## config.mk

```make
export PLATFORM = sky130hd
export DESIGN_NAME = obi_host_mailbox
export DESIGN_NICKNAME = d
export VERILOG_FILES = /design/src/rtl/obi_host_mailbox.sv
export SDC_FILE = /design/constraint.sdc
export NUM_CORES = 1
export LEC_CHECK = 0
export ABC_AREA = 1
export CORE_ASPECT_RATIO = 0.75
export CORE_UTILIZATION = 51
export DETAILED_ROUTE_END_ITERATION = 7
export HOLD_SLACK_MARGIN = 0.15
export PLACE_DENSITY = 0.83
export SLEW_MARGIN = 20
export SYNTH_ARGS = -nofsm -noshare
export SYNTH_HDL_FRONTEND = slang
export SYNTH_SLANG_ARGS = --single-unit
```

## constraint.sdc

```tcl
create_clock -name clk -period 4.23 [get_ports clk]
set_clock_uncertainty 0.05 [all_clocks]
set_input_delay 0.423 -clock clk [delete_from_list [all_inputs] [get_ports clk]]
set_output_delay 0.423 -clock clk [all_outputs]
set_load 0.01 [all_outputs]
```

## src/rtl/obi_host_mailbox.sv

```systemverilog
// OBI subordinate mailbox: X-HEEP software pushes 32-bit result words into a FIFO
// that the host-side register file drains with show-ahead data and a pop strobe.
module obi_host_mailbox #(
    parameter int pDEPTH      = 8,
    parameter int pDATA_WIDTH = 32,
    parameter int pADDR_WIDTH = 32
) (
    input  logic                         clk,
    input  logic                         reset_i,
    input  logic                         req,
    input  logic                         we,
    input  logic [3:0]                   be,
    input  logic [pADDR_WIDTH-1:0]       addr,
    input  logic [pDATA_WIDTH-1:0]       wdata,
    output logic                         gnt,
    output logic                         rvalid,
    output logic [pDATA_WIDTH-1:0]       rdata,
    output logic [pDATA_WIDTH-1:0]       O_data,
    output logic                         O_valid,
    input  logic                         I_pop,
    output logic [$clog2(pDEPTH):0]      O_count,
    output logic                         O_full
);

    localparam int PW = $clog2(pDEPTH);
    localparam int CW = PW + 1;

    localparam logic [1:0] OFF_DATA   = 2'd0;
    localparam logic [1:0] OFF_STATUS = 2'd1;
    localparam logic [1:0] OFF_CTRL   = 2'd2;

    logic [pDATA_WIDTH-1:0] mem_q [pDEPTH];
    logic [PW-1:0]          wr_ptr_q, rd_ptr_q;
    logic [CW-1:0]          count_q, count_d;
    logic                   rvalid_q;
    logic [pDATA_WIDTH-1:0] rdata_q, rdata_d;

    logic [1:0] offset;
    logic       full, empty, push, pop, flush;
    logic       unused_bits;

    assign offset      = addr[3:2];
    assign unused_bits = ^{be[3:1], addr[pADDR_WIDTH-1:4], addr[1:0]};

    assign full  = (count_q == CW'(pDEPTH));
    assign empty = (count_q == '0);

    // Stall on the registered full flag, so a same-cycle pop never grants.
    assign gnt   = req & ~reset_i & ~(we & (offset == OFF_DATA) & full);
    assign push  = gnt & we & (offset == OFF_DATA);
    assign flush = gnt & we & (offset == OFF_CTRL) & be[0] & wdata[0];
    assign pop   = I_pop & ~empty;

    always_comb begin
        count_d = count_q;
        if (flush)
            count_d = '0;
        else if (push && !pop)
            count_d = count_q + 1'b1;
        else if (pop && !push)
            count_d = count_q - 1'b1;
    end

    always_comb begin
        rdata_d = '0;
        if (!we) begin
            case (offset)
                OFF_DATA:   if (!empty) rdata_d = mem_q[rd_ptr_q];
                OFF_STATUS: begin
                    rdata_d[CW-1:0] = count_q;
                    rdata_d[CW]     = empty;
                    rdata_d[CW+1]   = full;
                end
                default:    rdata_d = '0;
            endcase
        end
    end

    always_ff @(posedge clk) begin
        if (reset_i) begin
            wr_ptr_q <= '0;
            rd_ptr_q <= '0;
            count_q  <= '0;
            rvalid_q <= 1'b0;
            rdata_q  <= '0;
        end else begin
            count_q  <= count_d;
            rvalid_q <= gnt;
            if (gnt)
                rdata_q <= rdata_d;
            if (flush) begin
                wr_ptr_q <= '0;
                rd_ptr_q <= '0;
            end else begin
                if (push) wr_ptr_q <= wr_ptr_q + 1'b1;
                if (pop)  rd_ptr_q <= rd_ptr_q + 1'b1;
            end
        end
    end

    always_ff @(posedge clk) begin
        if (push && !reset_i)
            mem_q[wr_ptr_q] <= wdata;
    end

    // A response still in flight when reset rises is suppressed, not delivered.
    assign rvalid  = rvalid_q & ~reset_i;
    assign rdata   = rdata_q;
    assign O_data  = empty ? '0 : mem_q[rd_ptr_q];
    assign O_valid = ~empty;
    assign O_count = count_q;
    assign O_full  = full;

endmodule
```

==> results.cfg <==
[outcome]
status = finished, final reports clean

[synthesis]
yosysWarnings = 0
synthMostInstantiatedCell = sky130_fd_sc_hd__edfxtp_1
synth_enable_flop_cells = 256
ys_async_sr_fraction_pct = 0
synth_top_family_by_area = simple AND/OR/NAND/NOR gates
synth_simple_gate_area_share_pct = 14.3
syn-instance-count = 1023
synth.area.mux_share_pct = 0
yosys.area_share.xor_xnor_pct = 0.287
synth-adder-area-share_pct = 0.676
yosys_register_bits = 302
yosysUniqueCellTypes = 36
synth_flop_cell = sky130_fd_sc_hd__edfxtp_1
synthesis.area_per_instance_um2 = 11.9
post_synth_design_cell_area_um2 = 12200
postSynthNetCount = 1102
synth_area_leaders = sky130_fd_sc_hd__edfxtp_1 63%, sky130_fd_sc_hd__dfxtp_1 7.5%, sky130_fd_sc_hd__nor2_1 5.3%
synth_sequential_area_ratio_pct = 70.5
synth_compound_gate_area_share_pct = 9.87
synth_top_area_share_pct = 63.0
synth.top_cells.by_count = 256 x sky130_fd_sc_hd__edfxtp_1, 174 x sky130_fd_sc_hd__nor2_1, 103 x sky130_fd_sc_hd__o21ai_0
yosysTopAreaCell = sky130_fd_sc_hd__edfxtp_1

[setup_path]
cp-end-kind = output pin
timing.critical_path.arrival_ns = 3.07
critical_path_class = flop to output pin
cp-start-kind = flop
path_max_fanout = 48
critPathRequiredTime_ns = 3.76

[clock_network]
worst_skew_pair.late_latency_ns = 0.54
numClockSinks = 302
cts.repair.resized = 0
clk_root_buffer_cell = sky130_fd_sc_hd__clkbuf_16
ctsHoldBuffers = 0
worst_setup_hold_path_clk_slew_ns = 0.07
cts_tree = yes
post_cts.repair.setup_buffers = 0
numCtsBuffers = 28
max-clock-path-buffers = 3
htreeDepth = 1

[timing]
tightestPinTransition_ns = 0.990
final-max-slew-violation-count = 0
period_share_pct = 83.7
postLayoutSetupSlackWorst_ns = 0.691
rsz0062_at_grt = false
finalHoldViolCount = 0
layout_min_cycle_time_ns = 3.54
max_slew_margin_pct = 33.9
setup_total_negative_slack_ns = 0
setup_viols_final = 0
max_freq_mhz = 283

[power]
total_power_mw = 8.05
peakVddDrop_mv = 0.329
power.static_leakage_nw = 4.97
power.density_nw_per_um2 = 555

[routing]
dr_total_vias = 8332
routed_wirelength_um = 28300
drt-wirelength-per-cell_um = 19.6
drcViolationCount = 0
first_pass_iters = 5
ant_nets = 0
vias_per_cell = 5.77
drt_first_iter_violations = 871

[place]
port_buffer_count = 111
dpl.hpwl_um = 16500
pre_cts_slack_ns = 0.999
gp_congestion = 0.845

[die]
floorplan.die.height_um = 136
core_area_um2 = 23200
floorplan.initialDensity_pct = 52.5
row_count = 48
ioPinCount = 145
fp.dieW_um = 181
fp.dieArea_um2 = 24600

[grt]
overflow = 0
number_of_global_route_vias_before_repair = 7858
grt_max_degree = 73
grt_antenna_before_repair = 1
grt_pass1_wl_um = 43500
global_route.usage.total_pct = 23.1

[hold_path]
hold_path.class = input port to flop

[finish]
nets = 1200
antenna_cells = 0
post_route_cells_drive_above_1_share_pct = 8.14
multi_input_area_um2 = 3120
seqCellArea_um2 = 8620
synthToLayoutAreaGrowth_pct = 18.9
n_fill_cell = 1696

[job]
maxCapViolCount = 0
## routing by layer
metal  vias up  routed length [µm]  track usage [%]
li1       3879                   -                -
met1      3978               11900             32.3
met2       415               13100             37.5
met3        58                2650             4.07
met4         2                 669             6.60
met5         -                  13                0
## flip-flops by register name, indices dropped and copies added (netlist names), named ones only
register	flops
mem_q	256
rd_ptr_q	3
wr_ptr_q	3
O_count	4
rvalid_q	1
rdata	32
## stage by stage
step	util [%]	hold slack, ns	instance area (µm²)	cells
final	62.5	0.227	14500	1443
after global routing	62.5	0.225	14500	1443
after CTS	62.5	0.230	14500	1443
after detailed placement	58.6	0.406	13600	1391
after global placement	58.6	0.401	13600	1391
after floorplan	-	0.409	12200	1023
## power breakdown
group	total [mW]	internal [mW]	switching [mW]
Sequential	3.37	3.27	0.106
Combinational	2.19	0.902	1.29
Clock	2.49	1.44	1.05
Total	8.05	5.61	2.45
## cell families (layout without fill, tap and decap cells)
kind of cell    Yosys count  count (layout)
flops                   302             302
buf+inv                 111             231
compound gates          212             212
fa+ha+maj                 6               6
simple gates            388             388
xor+xnor                  4               4
## cell usage in the layout (no fill, tap or decap), types with 5 or more instances in the layout
| master | count |
|---|---|
| sky130_fd_sc_hd__a21oi_1 | 42 |
| sky130_fd_sc_hd__and3_1 | 32 |
| sky130_fd_sc_hd__buf_4 | 18 |
| sky130_fd_sc_hd__clkbuf_1 | 9 |
| sky130_fd_sc_hd__clkbuf_16 | 29 |
| sky130_fd_sc_hd__clkdlybuf4s50_1 | 110 |
| sky130_fd_sc_hd__clkinv_1 | 5 |
| sky130_fd_sc_hd__clkinv_2 | 7 |
| sky130_fd_sc_hd__dfxtp_1 | 44 |
| sky130_fd_sc_hd__edfxtp_1 | 256 |
| sky130_fd_sc_hd__ha_1 | 5 |
| sky130_fd_sc_hd__inv_1 | 39 |
| sky130_fd_sc_hd__nand2_1 | 100 |
| sky130_fd_sc_hd__nand3_1 | 25 |
| sky130_fd_sc_hd__nand4_1 | 34 |
| sky130_fd_sc_hd__nor2_1 | 174 |
| sky130_fd_sc_hd__o211ai_1 | 56 |
| sky130_fd_sc_hd__o21ai_0 | 103 |
| sky130_fd_sc_hd__o21ai_1 | 10 |
## worst paths after layout
check	cells past startpoint	slack, ns	end	start
worst min register to register	2	0.41	rdata[28]	rdata[28]
worst min-delay path	4	0.23	rdata[5]	reset_i
worst max-delay path	5	0.69	O_data[29]	flop
worst max register to register	12	1.18	O_count[3]	O_count[0]
## layout make-up
cell class	count	share of cell area [%]
repair buffers	133	9.10
well taps	300	2.59
clock inverters	14	0.983
multi-input cells	610	21.5
clock buffers	38	5.23
flip-flops and latches	302	59.4
inverters	46	1.22
## critical path, stage by stage, from the launching register on
cell and delay, ns:
sky130_fd_sc_hd__dfxtp_4 0.67, sky130_fd_sc_hd__buf_4 0.52, sky130_fd_sc_hd__o21ai_0 0.19, sky130_fd_sc_hd__o211ai_1 0.35, sky130_fd_sc_hd__and3_1 0.22, sky130_fd_sc_hd__clkdlybuf4s50_1 0.53
Power figures use the tool's default switching activity.
